--- src/rtl/ram_arb_pkg.sv ---
// Shared constants and types for the RAM command arbiter: opcodes, FSM states and the
// default command-word width.
package ram_arb_pkg;

    localparam int unsigned AddrSizeDef = 8;

    // Opcode occupies the top two bits of the RAM command word
    localparam logic [1:0] OpWAdd  = 2'd0;
    localparam logic [1:0] OpWData = 2'd1;
    localparam logic [1:0] OpRAdd  = 2'd2;
    localparam logic [1:0] OpRData = 2'd3;

    typedef enum logic [2:0] {
        StIdle,
        StAddr,
        StData,
        StWait,
        StResp
    } state_e;

endpackage

--- src/rtl/ram_arb_rr.sv ---
// Two-way grant selector. Round-robin when RAM_ARB_RR_EN is defined, otherwise
// fixed priority to requester 0 with no state.
module ram_arb_rr (
`ifdef RAM_ARB_RR_EN
    input  logic       clk,
    input  logic       rst,
`endif
    input  logic [1:0] req,
    output logic [1:0] gnt
);

`ifdef RAM_ARB_RR_EN
    logic prio_q;  // 1: requester 1 wins a tie

    always_comb begin
        gnt = req;
        if (req == 2'b11) begin
            gnt = prio_q ? 2'b10 : 2'b01;
        end
    end

    always_ff @(posedge clk or posedge rst) begin
        if (rst) begin
            prio_q <= 1'b0;
        end else if (|gnt) begin
            prio_q <= gnt[0];
        end
    end
`else
    always_comb begin
        gnt = req[0] ? 2'b01 : {req[1], 1'b0};
    end
`endif

endmodule

--- src/rtl/ram_cmd_arbiter.sv ---
// Arbitrates two requesters onto a single RAM command port and routes the response back.
// Define RAM_ARB_RR_EN for round-robin arbitration; default is fixed priority to requester 0.
module ram_cmd_arbiter
    import ram_arb_pkg::*;
#(
    parameter int unsigned ADDR_SIZE = AddrSizeDef,
    parameter int unsigned TMO_CYC   = 4
) (
    input  logic                 clk,
    input  logic                 rst,

    input  logic                 req0_valid,
    output logic                 req0_ready,
    input  logic                 req0_wr,
    input  logic [ADDR_SIZE-1:0] req0_addr,
    input  logic [ADDR_SIZE-1:0] req0_wdata,

    input  logic                 req1_valid,
    output logic                 req1_ready,
    input  logic                 req1_wr,
    input  logic [ADDR_SIZE-1:0] req1_addr,
    input  logic [ADDR_SIZE-1:0] req1_wdata,

    output logic                 rsp0_valid,
    output logic [ADDR_SIZE-1:0] rsp0_rdata,
    output logic                 rsp0_err,

    output logic                 rsp1_valid,
    output logic [ADDR_SIZE-1:0] rsp1_rdata,
    output logic                 rsp1_err,

    output logic [ADDR_SIZE+1:0] ram_din,
    output logic                 ram_rx_valid,
    input  logic [ADDR_SIZE-1:0] ram_dout,
    input  logic                 ram_tx_valid,
    output logic                 busy
);

    localparam int unsigned TmoW = (TMO_CYC > 1) ? $clog2(TMO_CYC) : 1;

    state_e                state_q, state_d;
    logic                  wr_q, wr_d;
    logic [ADDR_SIZE-1:0]  addr_q, addr_d;
    logic [ADDR_SIZE-1:0]  wdata_q, wdata_d;
    logic [ADDR_SIZE-1:0]  rdata_q, rdata_d;
    logic                  err_q, err_d;
    logic                  idx_q, idx_d;
    logic [TmoW-1:0]       tmo_q, tmo_d;

    logic [1:0]            arb_req;
    logic [1:0]            gnt;
    logic                  tmo_last;

    // Requests only count in IDLE and never while reset is held, so ready stays low in reset
    assign arb_req  = {req1_valid, req0_valid} & {2{(state_q == StIdle) && !rst}};
    assign tmo_last = (tmo_q == TmoW'(TMO_CYC - 1));

    ram_arb_rr u_arb (
`ifdef RAM_ARB_RR_EN
        .clk (clk),
        .rst (rst),
`endif
        .req (arb_req),
        .gnt (gnt)
    );

    assign req0_ready = gnt[0];
    assign req1_ready = gnt[1];

    always_comb begin
        state_d = state_q;
        wr_d    = wr_q;
        addr_d  = addr_q;
        wdata_d = wdata_q;
        rdata_d = rdata_q;
        err_d   = err_q;
        idx_d   = idx_q;
        tmo_d   = tmo_q;
        unique case (state_q)
            StIdle: begin
                if (|gnt) begin
                    wr_d    = gnt[1] ? req1_wr    : req0_wr;
                    addr_d  = gnt[1] ? req1_addr  : req0_addr;
                    wdata_d = gnt[1] ? req1_wdata : req0_wdata;
                    idx_d   = gnt[1];
                    rdata_d = '0;
                    err_d   = 1'b0;
                    tmo_d   = '0;
                    state_d = StAddr;
                end
            end
            StAddr: state_d = StData;
            StData: begin
                tmo_d   = '0;
                state_d = wr_q ? StResp : StWait;
            end
            StWait: begin
                if (ram_tx_valid) begin
                    rdata_d = ram_dout;
                    err_d   = 1'b0;
                    state_d = StResp;
                end else if (tmo_last) begin
                    rdata_d = '0;
                    err_d   = 1'b1;
                    state_d = StResp;
                end else begin
                    tmo_d = tmo_q + 1'b1;
                end
            end
            StResp:  state_d = StIdle;
            default: state_d = StIdle;
        endcase
    end

    always_ff @(posedge clk or posedge rst) begin
        if (rst) begin
            state_q <= StIdle;
            wr_q    <= 1'b0;
            addr_q  <= '0;
            wdata_q <= '0;
            rdata_q <= '0;
            err_q   <= 1'b0;
            idx_q   <= 1'b0;
            tmo_q   <= '0;
        end else begin
            state_q <= state_d;
            wr_q    <= wr_d;
            addr_q  <= addr_d;
            wdata_q <= wdata_d;
            rdata_q <= rdata_d;
            err_q   <= err_d;
            idx_q   <= idx_d;
            tmo_q   <= tmo_d;
        end
    end

    always_comb begin
        ram_din      = '0;
        ram_rx_valid = 1'b0;
        unique case (state_q)
            StAddr: begin
                ram_din      = {(wr_q ? OpWAdd : OpRAdd), addr_q};
                ram_rx_valid = 1'b1;
            end
            StData: begin
                ram_din      = wr_q ? {OpWData, wdata_q} : {OpRData, {ADDR_SIZE{1'b0}}};
                ram_rx_valid = 1'b1;
            end
            default: begin
                ram_din      = '0;
                ram_rx_valid = 1'b0;
            end
        endcase
    end

    always_comb begin
        rsp0_valid = (state_q == StResp) && !idx_q;
        rsp1_valid = (state_q == StResp) && idx_q;
        rsp0_rdata = rsp0_valid ? rdata_q : '0;
        rsp1_rdata = rsp1_valid ? rdata_q : '0;
        rsp0_err   = rsp0_valid & err_q;
        rsp1_err   = rsp1_valid & err_q;
        busy       = (state_q != StIdle);
    end

endmodule

--- config.mk ---
export PLATFORM = sky130hd
export DESIGN_NAME = ram_cmd_arbiter
export DESIGN_NICKNAME = d
export VERILOG_FILES = /design/src/rtl/ram_arb_pkg.sv /design/src/rtl/ram_arb_rr.sv /design/src/rtl/ram_cmd_arbiter.sv
export SDC_FILE = /design/constraint.sdc
export NUM_CORES = 1
export LEC_CHECK = 0
export ABC_CLOCK_PERIOD_IN_PS = 2900
export CAP_MARGIN = 40
export CORE_MARGIN = 2
export CORE_UTILIZATION = 41
export CTS_CLUSTER_SIZE = 12
export DETAILED_ROUTE_END_ITERATION = 10
export PLACE_DENSITY = 0.79
export SLEW_MARGIN = 20
export SYNTH_ARGS = -nofsm -noshare
export SYNTH_HDL_FRONTEND = slang
export SYNTH_SLANG_ARGS = --single-unit
--- constraint.sdc ---
create_clock -name clk -period 2.9 [get_ports clk]
set_input_delay 0.87 -clock clk [delete_from_list [all_inputs] [get_ports clk]]
set_output_delay 0.87 -clock clk [all_outputs]
set_load 0.005 [all_outputs]
Yosys cells after proc, flatten, opt, wreduce, memory -nomap -nowiden

Cells that the tools add are included.

Add/sub/neg operators: 1
$mul: 0
Divide/modulo/power cells: 0
Order comparisons: 0
Equal/unequal tests: 9
Shift operators: 0
Multiplexer cells: 27
Bitwise operators: 3
Reductions and logical operators: 15

Operator list:

| cell                | number |
|---|---|
| $mux 8              | 7 |
| $pmux 10 s2         | 1 |
| $pmux 8 s2          | 1 |
| $mux 3              | 4 |
| $pmux 3 s4          | 1 |
| $mux 10             | 1 |
| $mux 2              | 5 |
| $eq 3x2->1 const B  | 2 |
| $pmux 2 s3          | 1 |
| $reduce_bool 3->1   | 2 |
| $mux 1              | 5 |
| $ne 2x2->1 const B  | 2 |
| $reduce_and 2->1    | 2 |
| $reduce_and 4->1    | 1 |
| $reduce_or 2->1     | 2 |
| $eq 3x1->1 const B  | 1 |
| $eq 3x3->1 const B  | 1 |
| $logic_and 1x1->1   | 3 |
| $logic_not 3->1     | 1 |
| $ne 3x3->1 const B  | 1 |
| $reduce_and 3->1    | 1 |
| $add 2x1->2 const B | 1 |
| $and 1x1->1         | 2 |
| $and 2x2->2         | 1 |
| 5 further kinds     | 6 |

Register bits: 32
Bits in latches: 0
RAM bits: 0
Bits in read-only memories: 0
Input bits: 47
Output and inout port bits: 34
Logic and storage cells: 63
Memories kept: 0

Longest topological paths before layout

Gate-level depths: netlist of run 1.

Depth after elaboration: 7
Gate-level depth with buffers: 6

Modules after synthesis

From an unflattened synthesis of run 1, not the netlist that was laid out.

Cell total of the unflattened synthesis: 182
Area total of the unflattened synthesis: 2011.9 um^2

By module, submodules not included:

| module          | instances | cells an instance | area each (um^2) | seq. area each (um^2) |
|---|---|---|---|---|
| ram_cmd_arbiter | 1         | 180               | 1990.7           | 800.8 |
| ram_arb_rr      | 1         | 2                 | 21.3             | 0.0 |

Worst setup path after synthesis of run 1

Ideal clock, no wire load.

Path type: input to output
From: input port req0_valid
To: output port req1_ready
Data arrival time: 1793 ps
Data required time: 2030 ps
Setup slack: 237 ps
Cell stages on the path: 5
Path buffers: 3
Cells stage by stage: clkbuf_1 nor2b_1 buf_2 clkbuf_1 and2_1

Longest elaborated chain between the ends: 2

RTL lines:

| what            | RTL line              | RTL |
|---|---|---|
| start, declared | ram_cmd_arbiter.sv:12 | `input logic req0_valid,` |
| $and 2x2->2     | ram_cmd_arbiter.sv:55 | `assign arb_req = {req1_valid, req0_valid} & {2{(state_q == StIdle) && !rst}};` |
| $mux 2          | ram_arb_rr.sv:31      | `gnt = req[0] ? 2'b01 : {req[1], 1'b0};` |
| end, declared   | ram_cmd_arbiter.sv:19 | `output logic req1_ready,` |

Every way passes these cells.

Final worst setup path of run 1

From: register state_q[0]
To: output port rsp0_rdata[0]

Longest elaborated chain between the ends: 3

RTL lines:

| what                   | RTL line               | RTL |
|---|---|---|
| start, declared        | ram_cmd_arbiter.sv:41  | `state_e state_q, state_d;` |
| start signal, assigned | ram_cmd_arbiter.sv:117 | `state_q <= StIdle;` |
| start signal, assigned | ram_cmd_arbiter.sv:126 | `state_q <= state_d;` |
| $eq 3x3->1             | ram_cmd_arbiter.sv:157 | `rsp0_valid = (state_q == StResp) && !idx_q;` |
| $logic_and 1x1->1      | ram_cmd_arbiter.sv:157 |  |
| $mux 8                 | ram_cmd_arbiter.sv:159 | `rsp0_rdata = rsp0_valid ? rdata_q : '0;` |
| end, declared          | ram_cmd_arbiter.sv:25  | `output logic [ADDR_SIZE-1:0] rsp0_rdata,` |

Every way passes these cells.

==> results of run 1 <==
## cell usage in the layout (no fill, tap or decap), types with 2 or more instances in the layout
cell	instances
a21oi_1	12
a22o_1	8
a22oi_1	14
and2_1	21
buf_4	15
clkbuf_1	2
clkbuf_8	6
clkdlybuf4s50_1	76
dfrtp_1	30
dfrtp_2	2
dlygate4sd2_1	4
inv_1	4
mux2i_1	5
nand2_1	10
nand3_1	8
nor2_1	8
nor2b_1	2
o21ai_0	7
o22ai_1	2
o2bb2ai_1	14
## worst register-to-register path: cells and delay by family (launching register included)
family	cells	cell delay [ps]
AND/OR/NAND/NOR	1	640
flip-flops	1	470
AO/OA/AOI/OAI	2	290
buffers and inverters	1	250
## layout make-up
class,count,area [µm²]
inverter,5,18.8
timing repair buffer,95,908
clock buffer,8,90.1
tap,50,62.6
fill,326,1300
sequential,32,803
multi-input combinational,131,905
## how the worst max path moves through the flow
stage	start	end	slack [ps]	depth (start not counted)
6_report	state_q[0]	rsp0_rdata[0]	160	4
2_1_floorplan	req0_valid	req1_ready	240	5
3_3_place_gp	rst	req0_ready	-230	4
5_1_grt	state_q[0]	rsp0_rdata[4]	30	4
3_5_place_dp	rst	req0_ready	-270	4
4_1_cts	state_q[1]	rsp1_rdata[2]	20	4
## kinds of logic after synthesis
family / synth area share [%]
AOI/OAI and AO/OA: 26.5
DFF: 45.2
xor gates and xnor gates: 0.494
muxes: 2.82
buffers and inverters: 4.87
adders and majority gates: 0.706
and+or+nand+nor: 19.5
## routing by layer
metal | part of all wire [%] | routed length, µm
met1 | 44 | 2220
met2 | 49 | 2460
met3 | 4.8 | 241
met4 | 1.5 | 76
met5 | 0 | 0
## stage by stage
stage               instance area [µm²]  instances  setup WS [ps]  hold WS, ps
floorplan                          1770        183            237          456
global placement                   2670        311           -233          475
detailed placement                 2670        312           -265          474
CTS                                2780        321           24.7          493
global route                       2790        321           30.1          500
finish                             2790        321            158          492
## power groups by stage
stage | registers (mW) | logic, mW | clock network [mW]
after floorplan | 0.702 | 0.567 | 0
after global placement | 0.753 | 0.913 | 0
after detailed placement | 0.757 | 0.949 | 0
after CTS | 0.761 | 0.959 | 0.363
after global routing | 0.792 | 1.04 | 0.382
final | 0.767 | 0.952 | 0.356
## what timing repair did
| action | in CTS | in global routing |
|---|---|---|
| cloned | 0 | 0 |
| setup buffers | 1 | 0 |
| resized for setup | 8 | 3 |
| pin swaps | 2 | 0 |
| setup endpoints to repair | 2 | 16 |
| endpoints found under the hold margin | 0 | 0 |
## state kept, by name (all words and copies together) (netlist names)
register,cells
wdata_q,8
rdata_q,8
state_q,3
addr_q,8
err_q,1
tmo_q,2
wr_q,1
idx_q,1
==> run metrics, run 1 <==
DRT Pass-1 Iters 4; Netlist cell types 36; root buffer cell clkbuf_8; CTS Hold Buffers Added 0; met1 global-route usage 29.1%; Setup violations, final 0; fin crit share 94.5%; Hold Vio Cnt, Final 0; worst path cell trace nor4b_2, buf_4, and2_1, clkdlybuf4s50_1; Seq/Total Area, Yosys 45.2%; most used flip-flop cell after synthesis dfrtp_1; MaxCap Viol Count 0; Die Area 0.00487 mm²; Mapped Cells 183; Power per Cell Area 744 mW/mm²; CP Capture Type primary output; Area contributors post-synth dfrtp_1 45%, and2_1 7.8%, o2bb2ai_1 6.9%; Mapped Avg Cell Area around 9.7 µm²; setup_tns 0 ps; post-layout util between 60% and 70%; GR Overflow Total 0; CTS tree built; achievable clock frequency 0.365 GHz; Antenna Nets Post-Route 0; Ys Warns 0; switch share about 36%; Synth top area share 45.2%; Slew @ Worst Pin ~470 ps; area of the mapped netlist about 0.0018 mm²; drt wl/cell 15.6 µm; worst min path class reg2reg; relative slew slack 68.3%; R2R Path End addr_q[5]; Final Power 2.07 mW; Clock Skews 2.93 ps; antenna violations before repair 0; GR peak layer met2; IO buf count 80; worst-case reg-to-reg path depth 4; leakage 1.14 nW; crit path time final 2740 ps; r2r setup slk 1130 ps; number of global-route vias before repair 1771; worst vdd ir around 0.00055 V; Worst EP arrival 1870 ps; Max stage delay on crit path 500 ps; Synth top cells by count 32 x dfrtp_1, 22 x and2_1, 14 x a22oi_1, 14 x o2bb2ai_1, 12 x a21oi_1; vias ~1700; post-synthesis net count roughly 230; share of cells above drive strength 1 11.1%; status complete, no violations; Post-route DRC 0; EDFF count, synth 0; core area 0.00409 mm²; clock-pin slew on the worst setup and hold paths approximately 60 ps; startpoint types register; Hold Path Depth 1; Sw Pwr 0.741 mW; crit path kind reg2out; clock buffer depth 2; RSZ-0062 raised after global routing false; met3 GRT Util roughly 4.5%; hold endpoint wdata_q[1]; H-tree lvl count 2; top-count cell post-synth dfrtp_1; Area Growth Syn to Fin 57.2%; P_int 1.33 mW; clock sink count 32; clock share of power 17.2%; async set or reset register ratio after synthesis 100%; Initial Util 43.4%; hold path start wdata_q[1]; Comb pwr share 45.9%; first-pass GRT wire length 8490 µm; DP Wirelength around 3700 µm; CP required 2030 ps; CP max FO 10; Slew Viols, Final 0; GPL Wtd Cong 0.797; Die Y 69.8 µm; CP max-delay cell clkdlybuf4s50_1; largest net degree at the start of global routing 18; drt via density around 5.4; CTS Buf Count 5; #FFs+latches synth 32; worst r2r src state_q[0]; met2 Usage GRT 34.3%; Reg power frac 37.0%; initial DRC count 111; Horiz. Die Dim around 70 µm; row cnt 23; area leader, netlist dfrtp_1; Buf+Inv Stages, Crit Path 2; num ports 81; Overall Global Routing Usage 21.8%; diodes inserted 0; DRT Wirelength roughly 5000 µm; Final nets around 320; clk_lat worst skew 290 ps; crit-path leading delay family buffers and inverters
(Power assumes the default switching activity.)
==> run 2, diff against run 1 <==
- CAP_MARGIN: 40 -> not set
==> run metrics, run 2 (synthesis gave the netlist of run 1 again) <==
fin crit share 95.8% (was 94.5%); Non-Filler Instances 319 (was 321); Initial Util 43.4% (unchanged); DRT Wirelength 5000 µm (was 4990 µm); Max stage delay on crit path 500 ps (about the same); Antenna Nets Post-Route 0 (unchanged); Clock Skews 3.09 ps (was 2.93 ps); status complete, no violations (unchanged); root buffer cell clkbuf_8 (unchanged); clock buffer depth 2 (unchanged); CP Capture Type primary output (unchanged); DRT Pass-1 Iters 4 (unchanged); worst vdd ir 0.000553 V (was 0.000549 V); Power per Cell Area 749 mW/mm² (was 744 mW/mm²); Final nets 317 (was 318); most frequent cells in the layout 76 x clkdlybuf4s50_1, 30 x dfrtp_1, 21 x and2_1 (was 76 x clkdlybuf4s50_1, 30 x dfrtp_1, 21 x and2_1, 15 x buf_4); leakage 1.14 nW (about the same); hold endpoint wdata_q[4] (was wdata_q[1]); GPL Wtd Cong 0.797 (unchanged); largest net degree at the start of global routing 19 (was 18); first-pass GRT wire length 8440 µm (was 8490 µm); Worst EP arrival 1910 ps (was 1870 ps); worst min path class reg2reg (unchanged); CTS Buf Count 5 (unchanged); Overall Global Routing Usage 21.6% (was 21.8%); startpoint types register (unchanged); Post-route DRC 0 (unchanged); DP Wirelength 3700 µm (was 3730 µm); Top Registers addr_q: 8 flops, rdata_q: 8 flops, wdata_q: 8 flops (unchanged); row cnt 23 (unchanged); Slew @ Worst Pin 719 ps (was 472 ps); hold slack 488 ps (was 492 ps); achievable clock frequency 0.360 GHz (was 0.365 GHz); Horiz. Die Dim 69.8 µm (unchanged); RSZ-0062 raised after global routing false (unchanged); Slew Viols, Final 0 (unchanged); clock-pin slew on the worst setup and hold paths 60 ps (about the same); Hold Path Depth 1 (unchanged); CTS tree built (unchanged); initial DRC count 129 (was 111); crit path kind reg2out (unchanged); Die Y 69.8 µm (unchanged); number of global-route vias before repair 1776 (was 1771); IO buf count 80 (unchanged); H-tree lvl count 2 (unchanged); num ports 81 (unchanged); Hold Vio Cnt, Final 0 (unchanged); DP Cell Count 311 (was 312); core area 0.00409 mm² (unchanged); commonest non-fill, non-tap cell in the layout clkdlybuf4s50_1 (unchanged); R2R Path End addr_q[5] (unchanged); clock sink count 32 (unchanged); antenna violations before repair 0 (unchanged); drt via density 5.44 (was 5.43); relative slew slack 52.1% (was 68.3%); CP required 2030 ps (about the same); Setup violations, final 0 (unchanged); CP max-delay cell clkdlybuf4s50_1 (unchanged); hold path start wdata_q[4] (was wdata_q[1]); drt wl/cell 15.7 µm (was 15.6 µm); worst path cell trace nor4b_2, buf_4, and2_1, clkdlybuf4s50_1 (unchanged); CP max FO 10 (unchanged); crit path time final 2780 ps (was 2740 ps); Area Growth Syn to Fin 57.4% (was 57.2%); share of cells above drive strength 1 11.5% (was 11.1%); diodes inserted 0 (unchanged); worst r2r src state_q[0] (unchanged); worst-case reg-to-reg path depth 4 (unchanged); vias 1734 (was 1742); GR Overflow Total 0 (unchanged); Die Area 0.00487 mm² (unchanged); clk_lat worst skew 280 ps (was 290 ps); MaxCap Viol Count 0 (unchanged); r2r setup slk 1090 ps (was 1130 ps)
run 2: cell count changes in the layout (fill, tap and decap cells not counted):
cell and change:
o21ai_1 -1, clkbuf_1 -2, buf_4 -1, clkbuf_8 +1, o21ai_2 +1
run 2: worst max-delay path, delay by kind of cell (launching register included):
family	cells	cell delay (ps)
flip-flops	1	470
buffers and inverters	2	700
AND/OR/NAND/NOR	2	450
run 2: layer usage:
metal	share of wire (%)	wire length [µm]	global-route usage [%]
met1	46	2280	28.3
met2	48	2410	34.4
met3	4.4	218	5.09
met4	1.7	87	8.76
met5	0	0	0
run 2: worst max-delay path by stage:
stage | slack [ps] | endpoint | from | cells past startpoint
2_1_floorplan | 240 | req1_ready | req0_valid | 5
3_3_place_gp | -230 | req0_ready | rst | 4
3_5_place_dp | -260 | req0_ready | rst | 4
4_1_cts | 30 | rsp1_rdata[2] | state_q[1] | 4
5_1_grt | 30 | rsp0_rdata[7] | state_q[0] | 4
6_report | 120 | rsp0_rdata[0] | state_q[0] | 4
run 2: layout make-up:
type	count	area, µm²
Sequential cell	32	803
Fill cell	343	1300
Tap cell	50	62.6
Timing Repair Buffer	94	901
Multi-Input combinational cell	131	908
Clock buffer	7	96.3
Inverter	5	18.8
run 2: metrics by stage:
stage / worst slack (ps) / TNS, ps / power, mW / utilization, % / instance area [µm²]
final: 121 / 0 / 2.09 / 68.3 / 2790
after global routing: 28.0 / 0 / 2.22 / 68.3 / 2790
after CTS: 31.5 / 0 / 2.09 / 68.1 / 2780
after detailed placement: -265 / -532 / 1.70 / 65.2 / 2670
after global placement: -233 / -440 / 1.67 / 65.2 / 2670
after floorplan: 237 / 0 / 1.27 / - / 1770
run 2: where the power goes:
part	internal (mW)	total (mW)	leakage, nW	switching (mW)
Sequential	0.620	0.767	0.410	0.146
Combinational	0.516	0.952	0.682	0.436
Clock	0.211	0.373	0.0503	0.161
run 2: what timing repair did:
action                                  4_1_cts  5_1_grt
hold buffers                                  0        0
endpoints found under the setup margin        2       14
resized for setup                             8        3
buffers inserted                              1        0
pin swaps                                     2        0
